<file path="config.mk">
export PLATFORM = sky130hd
export DESIGN_NAME = ahb_coord_in
export DESIGN_NICKNAME = d
export VERILOG_FILES = /design/src/rtl/ahb_coord_in.sv
export SDC_FILE = /design/constraint.sdc
export NUM_CORES = 1
export LEC_CHECK = 0
export BUFFER_PORTS_ARGS = -buffer_cell sky130_fd_sc_hd__buf_2
export CAP_MARGIN = 30
export CORE_UTILIZATION = 35
export CTS_BUF_LIST = sky130_fd_sc_hd__clkbuf_8 sky130_fd_sc_hd__clkbuf_16
export CTS_CLUSTER_DIAMETER = 100
export DETAILED_ROUTE_END_ITERATION = 7
export PLACE_DENSITY = 0.68
export SETUP_SLACK_MARGIN = 0.1
export SYNTH_ARGS = -nofsm -noshare
export SYNTH_HDL_FRONTEND = slang
export SYNTH_SLANG_ARGS = --single-unit
</file>
<file path="constraint.sdc">
create_clock -name HCLK -period 2.5 [get_ports HCLK]
set_input_delay 0 -clock HCLK [delete_from_list [all_inputs] [get_ports HCLK]]
set_output_delay 0 -clock HCLK [all_outputs]
set_load 0.005 [all_outputs]
</file>
<file path="src/rtl/ahb_coord_in.sv">
// AHB-Lite slave buffering (x,y) samples from a valid/ready producer in a small FIFO.
// Optional macro AHB_IN_WAIT_EN: an empty DATA read inserts wait states until a sample arrives.
module ahb_coord_in #(
    parameter int unsigned DEPTH = 4
) (
    input  logic        HCLK,
    input  logic        HRESET,
    input  logic [31:0] HADDR,
    input  logic [31:0] HWDATA,
    input  logic [2:0]  HSIZE,
    input  logic [1:0]  HTRANS,
    input  logic        HWRITE,
    input  logic        HREADY,
    input  logic        HSEL,
    output logic [31:0] HRDATA,
    output logic        HREADYOUT,
    input  logic [8:0]  x_in,
    input  logic [8:0]  y_in,
    input  logic        DataValid,
    output logic        DataReady
);

    localparam int unsigned AW = $clog2(DEPTH);
    localparam int unsigned CW = AW + 1;

    logic          rd_en_q, rd_en_d;
    logic          wr_en_q, wr_en_d;
    logic [1:0]    addr_q, addr_d;
    logic [CW-1:0] count_q, count_d;
    logic [AW-1:0] head_q, head_d;
    logic [AW-1:0] tail_q, tail_d;
    logic          underflow_q, underflow_d;
    logic          stalled_q, stalled_d;
    logic [17:0]   mem [DEPTH];

    logic        sel, push, pop, data_rd, ctrl_wr, flush, clr_flags, underflow_set;
    logic [31:0] head_word, status_word;
    logic        unused_bits;

    assign unused_bits = ^{HSIZE, HADDR[31:4], HADDR[1:0], HWDATA[31:2]};

`ifdef AHB_IN_WAIT_EN
    assign HREADYOUT = !(rd_en_q && addr_q == 2'd0 && count_q == '0);
`else
    assign HREADYOUT = 1'b1;
`endif

    assign DataReady = (count_q != CW'(DEPTH));

    always_comb begin
        sel           = HREADY && HSEL && (HTRANS != 2'b00);
        push          = DataValid && DataReady;
        data_rd       = rd_en_q && (addr_q == 2'd0);
        pop           = data_rd && (count_q != '0) && HREADYOUT;
        ctrl_wr       = wr_en_q && (addr_q == 2'd2);
        flush         = ctrl_wr && HWDATA[0];
        clr_flags     = ctrl_wr && HWDATA[1];
`ifdef AHB_IN_WAIT_EN
        underflow_set = 1'b0;
`else
        underflow_set = data_rd && (count_q == '0);
`endif

        rd_en_d = rd_en_q;
        wr_en_d = wr_en_q;
        addr_d  = addr_q;
        if (HREADY) begin
            rd_en_d = sel && !HWRITE;
            wr_en_d = sel && HWRITE;
            addr_d  = sel ? HADDR[3:2] : 2'd0;
        end

        count_d = count_q;
        head_d  = head_q;
        tail_d  = tail_q;
        if (flush) begin
            // Flush beats a same-cycle push; the sample is dropped.
            count_d = '0;
            head_d  = '0;
            tail_d  = '0;
        end else begin
            if (push) tail_d = tail_q + 1'b1;
            if (pop)  head_d = head_q + 1'b1;
            if (push && !pop)      count_d = count_q + 1'b1;
            else if (pop && !push) count_d = count_q - 1'b1;
        end

        // Set wins over a same-cycle clear.
        underflow_d = underflow_q;
        stalled_d   = stalled_q;
        if (clr_flags) begin
            underflow_d = 1'b0;
            stalled_d   = 1'b0;
        end
        if (underflow_set)           underflow_d = 1'b1;
        if (DataValid && !DataReady) stalled_d   = 1'b1;
    end

    always_ff @(posedge HCLK) begin
        if (HRESET) begin
            rd_en_q     <= 1'b0;
            wr_en_q     <= 1'b0;
            addr_q      <= 2'd0;
            count_q     <= '0;
            head_q      <= '0;
            tail_q      <= '0;
            underflow_q <= 1'b0;
            stalled_q   <= 1'b0;
        end else begin
            rd_en_q     <= rd_en_d;
            wr_en_q     <= wr_en_d;
            addr_q      <= addr_d;
            count_q     <= count_d;
            head_q      <= head_d;
            tail_q      <= tail_d;
            underflow_q <= underflow_d;
            stalled_q   <= stalled_d;
        end
    end

    always_ff @(posedge HCLK) begin
        if (push && !flush) mem[tail_q] <= {y_in, x_in};
    end

    always_comb begin
        head_word = {7'd0, mem[head_q][17:9], 7'd0, mem[head_q][8:0]};
        status_word = '0;
        status_word[CW+7:8] = count_q;
        status_word[3:0] = {underflow_q, stalled_q, ~DataReady, count_q != '0};

        HRDATA = 32'd0;
        if (rd_en_q) begin
            unique case (addr_q)
                2'd0:    HRDATA = (count_q != '0) ? head_word : 32'd0;
                2'd1:    HRDATA = status_word;
                2'd3:    HRDATA = (count_q != '0) ? head_word : 32'd0;
                default: HRDATA = 32'd0;
            endcase
        end
    end

endmodule

</file>
* Yosys cells after proc, flatten, opt, wreduce, memory -nomap -nowiden *
Memory sizes are Yosys's and may differ from the RTL's. A register that Yosys moved wholly into a read port is not among the register bits.
Cells that the tools add are included.

word-level totals
  register bits = 13
  memory bits (writable) = 72
  input bits = 93
  memories kept = 1

cells by class
  $add $sub $neg = 4
  equal/unequal tests = 4
  mux-type cells = 13
  bitwise operators = 1
  reductions and logical operators = 29

memories
  memory  depth  bits a word  read ports  clocked after Yosys merged registers in  write ports  RTL line  RTL
  mem     4      18           1           1                                        1            34        logic [17:0] mem [DEPTH];

operators with widths
  cell                                                  number
  2-to-1 mux 25 bit                                     2
  case mux 25 bit (2 select lines)                      1
  logical AND 1 bit                                     15
  nonzero test 2 bit                                    4
  2-to-1 mux 2 bit                                      3
  2-to-1 mux 3 bit                                      2
  zero test 1 bit                                       5
  2-to-1 mux 1 bit                                      5
  adder 2 x 1 -> 2 bit (second input constant)          2
  equality test 2 bit (second input constant)           2
  OR reduction 2 bit                                    2
  adder 3 x 1 -> 3 bit (second input constant)          1
  zero test 3 bit                                       1
  != test 3 bit (second input constant)                 1
  nonzero test 3 bit                                    1
  subtractor 3 x 1 -> 3 bit (second input constant)     1
  equality test 2 x 1 -> 1 bit (second input constant)  1
  zero test 2 bit                                       1
  NOT 1 bit                                             1

* Logic depth before layout (Yosys ltp) *
Gate-level depths: netlist of run 1.

  depth in word-level cells = 7
  depth in mapped cells = 9
  depth with buffers taken out = 9

* Worst setup path after synthesis of run 1 *
OpenSTA, ideal clock, no wires.

  kind = register to register
  start = register count_q[0]
  end = register count_q[2]
  arrival time = 1.948 ns
  data required time = 2.430 ns
  path slack = 0.482 ns
  stages on the path, launching flop included = 8
  buffers on the path = 0
  clock period less this slack = 2.018 ns
  path through = dfxtp_1 > o311ai_2 > ha_1 > inv_1 > fa_1 > xor2_1 > or3_1 > a21oi_1

on the way
  word-level cells in the longest chain between the ends = 5
  elaborated cells on any way between the ends = 13
  those cells by class = 2 x add/sub; 1 x eq/ne; 2 x mux; 8 x reduce/logical

RTL lines
  what                                                                               RTL line  RTL
  start, declared                                                                    29        logic [CW-1:0] count_q, count_d;
  start signal, assigned                                                             113       count_q <= count_d;
  parallel branches: the longest is 5 deep, another holds subtractor 3 x 1 -> 3 bit  --

Several ways; the timed one is not identified. The select of a mux whose other input is x is not followed.
A chain may end at the register's enable or synchronous reset.

* Worst setup path after layout of run 1 *
Same ends and word-level chain as after synthesis.

==> impl_metrics.csv, run 1 <==
group,metric,value,unit
yosys,yosys_warnings,0,
critical_path,end_kind,"flip-flop",
timing,post-route-period-util,0.873,
global_routing,grt_max_degree,19,
place,placed_area,0.00401,mm2
worst_hold_path,min_from,"HWDATA[1]",
timing,slew_viol_final,0,
place,dp.cells,395,
clocking,ctsHoldBuffers,27,
clocking,ctsResizeCount,0,
routing,drt-initial-drc-count,87,
global_routing,grt_pass1_vias,2078,
routing,num_vias,1988,
final_layout,final-seq-area,0.00246,mm2
timing,skew,0.0160,ns
final_layout,finish.net_count,402,
final_layout,diodes,0,
clocking,cts.clk_slew.worst_paths,0.09,ns
floorplan,rows,36,
routing,drc,0,
routing,viasPerCell,4.54,
outcome,run_status,"finished clean",
final_layout,mostFrequentLayoutCell,"edfxtp_1",
global_routing,gr-usage-met3,0.0376,
critical_path,r2r_setup_slack,0.32,ns
place,place_congestion,0.687,
routing,firstDrtPassIters,4,
final_layout,layout_common_cells,"edfxtp_1 (72), buf_2 (50), dlygate4sd3_1 (27)",
critical_path,cp.arrival,2.47,ns
critical_path,critPathLaunchType,"flip-flop",
clocking,htreeDepth,3,
final_layout,design_area,0.00448,mm2
pwr,power_density,694,mW/mm2
final_layout,nFillCells,902,
yosys,synthTopCellsByArea,"edfxtp_1 (59%), mux4_2 (11%), dfxtp_1 (8.2%), and2_1 (3.1%), ha_1 (2.7%)",
yosys,ys_ff_latch,87,
timing,setup_tns,0,ns
yosys,yosysTopAreaCell,"edfxtp_1",
yosys,avgSynthCellArea,17.1,um2
place,hpwlAfterDp,4050,um
job,max-cap-violations,0,
routing,drt_wl_total,6480,um
floorplan,die_h,104,um
pwr,clkPwrFrac,0.307,
clocking,clock_sinks,87,
global_routing,grt_use_met1,0.171,
floorplan,io_pins,127,
critical_path,crit_type,"flip-flop to flip-flop",
timing,grt_setup_unrepaired,"no",
yosys,mappedNetlistArea,0.00366,mm2
yosys,yosysSeqAreaShare,0.673,
pwr,net-switching-power,0.751,mW
pwr,ir_worst_vdd,0.000310,V
pwr,p_leak,1.66,nW
floorplan,die_x,104,um
yosys,syn-instance-count,214,
pwr,total_power,3.11,mW
clocking,post_cts_buffers,0,
global_routing,grt_most_used_layer,"met2",
routing,ant_nets,0,
pwr,seq_power_share,0.565,
timing,max_freq,458,MHz
clocking,numCtsBuffers,9,
yosys,synth.distinct_cells,37,
floorplan,coreArea,0.00995,mm2
global_routing,met2_usage,0.209,
floorplan,start_util,0.368,
timing,hold_violations,0,
timing,finalSetupViolCount,0,
routing,wire_per_inst,14.8,um
final_layout,drive_gt1_frac,0.308,
critical_path,worstSetupStartpoint,"count_q[0]$_SDFFE_PP0P_",
final_layout,multi_input_area,0.00105,mm2
critical_path,timing.rr.start,"count_q[0]$_SDFFE_PP0P_",
critical_path,critPathMaxFanout,6,
critical_path,required,2.78,ns
clocking,clk_path_buf_depth,2,
pwr,switching_share,0.242,
global_routing,grt-ovfl-total,0,
worst_hold_path,hold_class,"primary input to flip-flop",
global_routing,grt_pass1_wl,10700,um
global_routing,antenna_found_initial,0,
place,port_buffers,50,
floorplan,dieArea,0.0109,mm2
clocking,cts_tree,"done",
clocking,clk_latency,0.35,ns
global_routing,grt_usage,0.131,
pwr,combPwrFrac,0.128,
timing,hold_ws,0.0299,ns
pwr,internal_power,2.36,mW
final_layout,instances_no_fill,438,
yosys,synth_top_area_frac,0.591,
timing,fin_crit,2.18,ns
clocking,ctsRootBufferMaster,"clkbuf_8",
final_layout,area_delta_synth_final,22.4,%
==> final timing paths <==
kind | to | cells past startpoint
hold reg to reg | flip-flop | 2
setup / recovery | count_q[2]$_SDFFE_PP0P_ | 7
hold / removal | underflow_q$_SDFFE_PP0P_ | 4
setup reg to reg | count_q[2]$_SDFFE_PP0P_ | 7
==> power by group through the flow <==
stage / logic, mW / clock network [mW] / registers, mW
finish: 0.397 / 0.955 / 1.76
global route: 0.448 / 1.03 / 1.77
CTS: 0.403 / 0.985 / 1.76
detailed placement: 0.370 / 0 / 1.79
global placement: 0.361 / 0 / 1.78
floorplan: 0.271 / 0 / 1.77
==> synthesized netlist by cell type (all sizes together) <==
| master | n |
|---|---|
| ha | 8 |
| edfxtp | 72 |
| and3b | 1 |
| and3 | 1 |
| nand3 | 4 |
| xnor2 | 1 |
| nor4b | 1 |
| dfxtp | 15 |
| a32oi | 1 |
| a22oi | 1 |
| nand2b | 3 |
| a2bb2oi | 2 |
| nor2 | 10 |
| conb | 2 |
| and2 | 18 |
| o311ai | 1 |
| nor3b | 1 |
| o21ai | 4 |
| and4bb | 1 |
| xor2 | 2 |
| clkbuf | 2 |
| a22o | 4 |
| inv | 9 |
| buf | 18 |
| or3 | 2 |
| fa | 1 |
| mux4 | 18 |
| mux2i | 1 |
| nor2b | 1 |
| o211a | 1 |
| a21oi | 6 |
| o2bb2ai | 1 |
| nor3 | 1 |
==> through the flow <==
step / utilization / setup slack, ns
finish: 0.450 / 0.317
global route: 0.450 / 0.159
CTS: 0.450 / 0.297
detailed placement: 0.403 / 0.330
global placement: 0.403 / 0.340
floorplan: - / 0.482
==> per-layer routing <==
| metal | vias up | share of wire |
|---|---|---|
| li1 | 952 | - |
| met1 | 951 | 0.47 |
| met2 | 77 | 0.47 |
| met3 | 8 | 0.052 |
| met4 | 0 | 0.014 |
| met5 | - | 0 |
==> sequential cells by signal, summed over array words and instances (netlist names), named ones only <==
name / count
addr_q: 2
count_q: 3
head_q: 2
mem: 72
rd_en_q: 1
stalled_q: 1
tail_q: 2
underflow_q: 1
wr_en_q: 1
==> area by class of cell <==
cell class	instances	share of cell area
Sequential cell	87	0.550
Multi-Input combinational cell	109	0.234
Clock buffer	9	0.0277
Tap cell	133	0.0372
Timing Repair Buffer	84	0.128
Clock inverter	7	0.0159
Inverter	9	0.00755
==> critical path, cell delays in order, from the launching register on <==
cell,delay (ns)
dfxtp_1,0.41
o311ai_2,0.42
ha_1,0.26
inv_1,0.06
fa_1,0.37
xor2_1,0.15
or3_1,0.30
a21oi_1,0.14
==> logic make-up after synthesis <==
kind of cell | share of synthesized area
flops | 0.673
simple gates | 0.0770
buf+inv | 0.0523
compound gates | 0.0421
mux | 0.114
fa+ha+maj | 0.0328
xor+xnor | 0.00718
other cells | 0.00205
Note: power is estimated with default switching activity, not from simulation.
==> run 2: changes to the inputs <==
- ABC_AREA: default -> 1
- CORE_MARGIN: default -> 2
==> impl_metrics.csv, run 2 <==
group,metric,value,unit
timing,post-route-period-util,0.793,
yosys,synth_edf_count,72,
timing,finalSetupViolCount,0,
floorplan,rows,38,
critical_path,cp.arrival,2.24,ns
yosys,synthTopCellsByArea,"edfxtp_1 (56%), dfxtp_1 (7.8%), nand2_1 (6.4%), nor2_1 (6.4%), o21ai_1 (3.9%)",
place,hpwlAfterDp,4800,um
yosys,synth_top_area_frac,0.563,
critical_path,crit_type,"flip-flop to flip-flop",
final_layout,layout_common_cells,"edfxtp_1 (72), nand2_1 (65), nor2_1 (61)",
critical_path,r2r_setup_slack,0.52,ns
routing,viasPerCell,4.51,
pwr,net-switching-power,0.841,mW
routing,wire_per_inst,12.8,um
final_layout,regMostFlops,"mem",
timing,fin_crit,1.98,ns
pwr,total_power,3.17,mW
global_routing,grt_usage,0.134,
timing,skew,0.00839,ns
timing,max_freq,504,MHz
worst_hold_path,min_from,"HWDATA[0]",
yosys,yosysMostFrequentCell,"edfxtp_1",
critical_path,r2r_cells,12,
floorplan,start_util,0.357,
pwr,ir_worst_vdd,0.000266,V
final_layout,largest_register_ffs,72,
clocking,cts.clk_slew.worst_paths,0.09,ns
final_layout,mostFrequentLayoutCell,"edfxtp_1",
clocking,numCtsBuffers,9,
yosys,yosysTopAreaCell,"edfxtp_1",
final_layout,drive_gt1_frac,0.221,
routing,num_vias,2648,
final_layout,nFillCells,1028,
place,place_congestion,0.819,
timing,hold_violations,0,
place,port_buffers,50,
final_layout,diodes,0,
clocking,clk_path_buf_depth,2,
yosys,syn-instance-count,360,
yosys,async_reset_ff_frac,0,
clocking,ctsRootBufferMaster,"clkbuf_8",
final_layout,multi_input_area,0.00113,mm2
pwr,clkPwrFrac,0.318,
yosys,synth_commonest_cells,"edfxtp_1 (72), nand2_1 (65), nor2_1 (65)",
yosys,synth.distinct_cells,23,
final_layout,reg_top3,"mem (72), count_q (3)",
routing,drt-initial-drc-count,118,
critical_path,reg2reg_to,"count_q[2]$_SDFFE_PP0P_",
global_routing,grt_max_degree,38,
timing,grt_setup_unrepaired,"no",
floorplan,die_h,109,um
global_routing,antenna_found_initial,0,
global_routing,grt-ovfl-total,0,
routing,drc,0,
yosys,yosys_warnings,0,
pwr,power_density,680,mW/mm2
clocking,clock_sinks,87,
yosys,ys_ff_latch,87,
final_layout,finish.net_count,544,
pwr,seq_power_share,0.547,
critical_path,end_kind,"flip-flop",
clocking,clk_latency,0.35,ns
routing,drt_wl_total,7540,um
clocking,htreeDepth,3,
critical_path,critPathMaxFanout,4,
routing,ant_nets,0,
worst_hold_path,hold_class,"primary input to flip-flop",
final_layout,area_delta_synth_final,21.6,%
final_layout,final-seq-area,0.00246,mm2
timing,slew_viol_final,0,
timing,setup_tns,0,ns
yosys,synthFlopType,"edfxtp_1",
critical_path,timing.rr.start,"addr_q[0]$_SDFFE_PP0P_",
worst_hold_path,whs_path_depth,4,
critical_path,critPathLaunchType,"flip-flop",
clocking,post_cts_buffers,0,
worst_hold_path,min_delay_worst_endpoint,"head_q[0]$_SDFFE_PP0P_",
yosys,avgSynthCellArea,10.7,um2
yosys,mappedNetlistArea,0.00384,mm2
pwr,internal_power,2.33,mW
critical_path,required,2.75,ns
floorplan,coreArea,0.0107,mm2
global_routing,grt_pass1_vias,2557,
pwr,switching_share,0.265,
job,max-cap-violations,0,
clocking,cts_tree,"done",
pwr,p_leak,1.86,nW
critical_path,worstSetupStartpoint,"addr_q[0]$_SDFFE_PP0P_",
floorplan,io_pins,127,
routing,firstDrtPassIters,4,
floorplan,dieArea,0.0118,mm2
outcome,run_status,"finished clean",
global_routing,grt_pass1_wl,11800,um
pwr,combPwrFrac,0.135,
yosys,yosysSeqAreaShare,0.642,
floorplan,die_x,109,um
==> run 2: through the flow <==
stage          hold slack, ns  utilization  cell area [um2]  setup slack (ns)  instances
2_1_floorplan          0.0691            -             3880             0.497        371
3_5_place_dp            0.219        0.389             4180             0.509        543
4_1_cts                 0.182        0.434             4670             0.491        587
6_report                0.193        0.434             4670             0.517        587
5_1_grt                 0.260        0.434             4670             0.323        587
3_3_place_gp            0.211        0.389             4180             0.622        543
==> run 2: worst max path at each step <==
stage,to,depth (start not counted)
6_report,count_q[2]$_SDFFE_PP0P_,12
5_1_grt,count_q[2]$_SDFFE_PP0P_,14
4_1_cts,count_q[2]$_SDFFE_PP0P_,12
3_5_place_dp,count_q[2]$_SDFFE_PP0P_,12
3_3_place_gp,count_q[2]$_SDFFE_PP0P_,14
2_1_floorplan,mem[0][0]$_DFFE_PP_,6
==> run 2: final cells by class <==
type,count,area share
repair buffers,84,0.123
multi-input cells,230,0.242
clock inverters,7,0.0185
inverters,30,0.0247
well taps,140,0.0375
flip-flops and latches,87,0.528
clock buffers,9,0.0265
==> run 2: kinds of logic (layout without fill, tap and decap cells) <==
group,Yosys count,count (layout),share of synthesized area
AND/OR/NAND/NOR,153,153,0.165
flip-flops,87,87,0.642
AO/OA/AOI/OAI,54,54,0.0802
buffers and inverters,54,130,0.0779
adder cells (fa/ha/maj),9,9,0.0313
other,2,13,0.00196
XOR/XNOR,1,1,0.00228
==> run 2: worst max-delay path, cell delays in order (launching register included) <==
cell and delay (ns):
dfxtp_1 0.37, inv_1 0.07, ha_1 0.20, nand2_1 0.06, inv_1 0.07, nand2_1 0.13, ha_1 0.18, inv_1 0.07
fa_1 0.38, nand2_1 0.09, nand3_1 0.10, nor2_1 0.10, nor2_1 0.05
==> run 2: per-layer routing <==
| layer | track usage | vias up | wire length (um) |
|---|---|---|---|
| li1 | - | 1333 | - |
| met1 | 0.156 | 1223 | 3180 |
| met2 | 0.233 | 71 | 3800 |
| met3 | 0.0239 | 21 | 345 |
| met4 | 0.0723 | 0 | 206 |
| met5 | 0 | - | 0 |
==> run 2: what timing repair did <==
action	4_1_cts	5_1_grt
gates resized for setup	0	0
hold buffers	28	0
endpoints found under the hold margin	79	0
==> run 2: power by group through the flow <==
stage	Combinational, mW	Sequential, mW	Clock [mW]
after floorplan	0.289	1.76	0
after global placement	0.384	1.77	0
after detailed placement	0.403	1.77	0
after CTS	0.436	1.74	1.03
after global routing	0.489	1.75	1.09
final	0.429	1.74	1.01
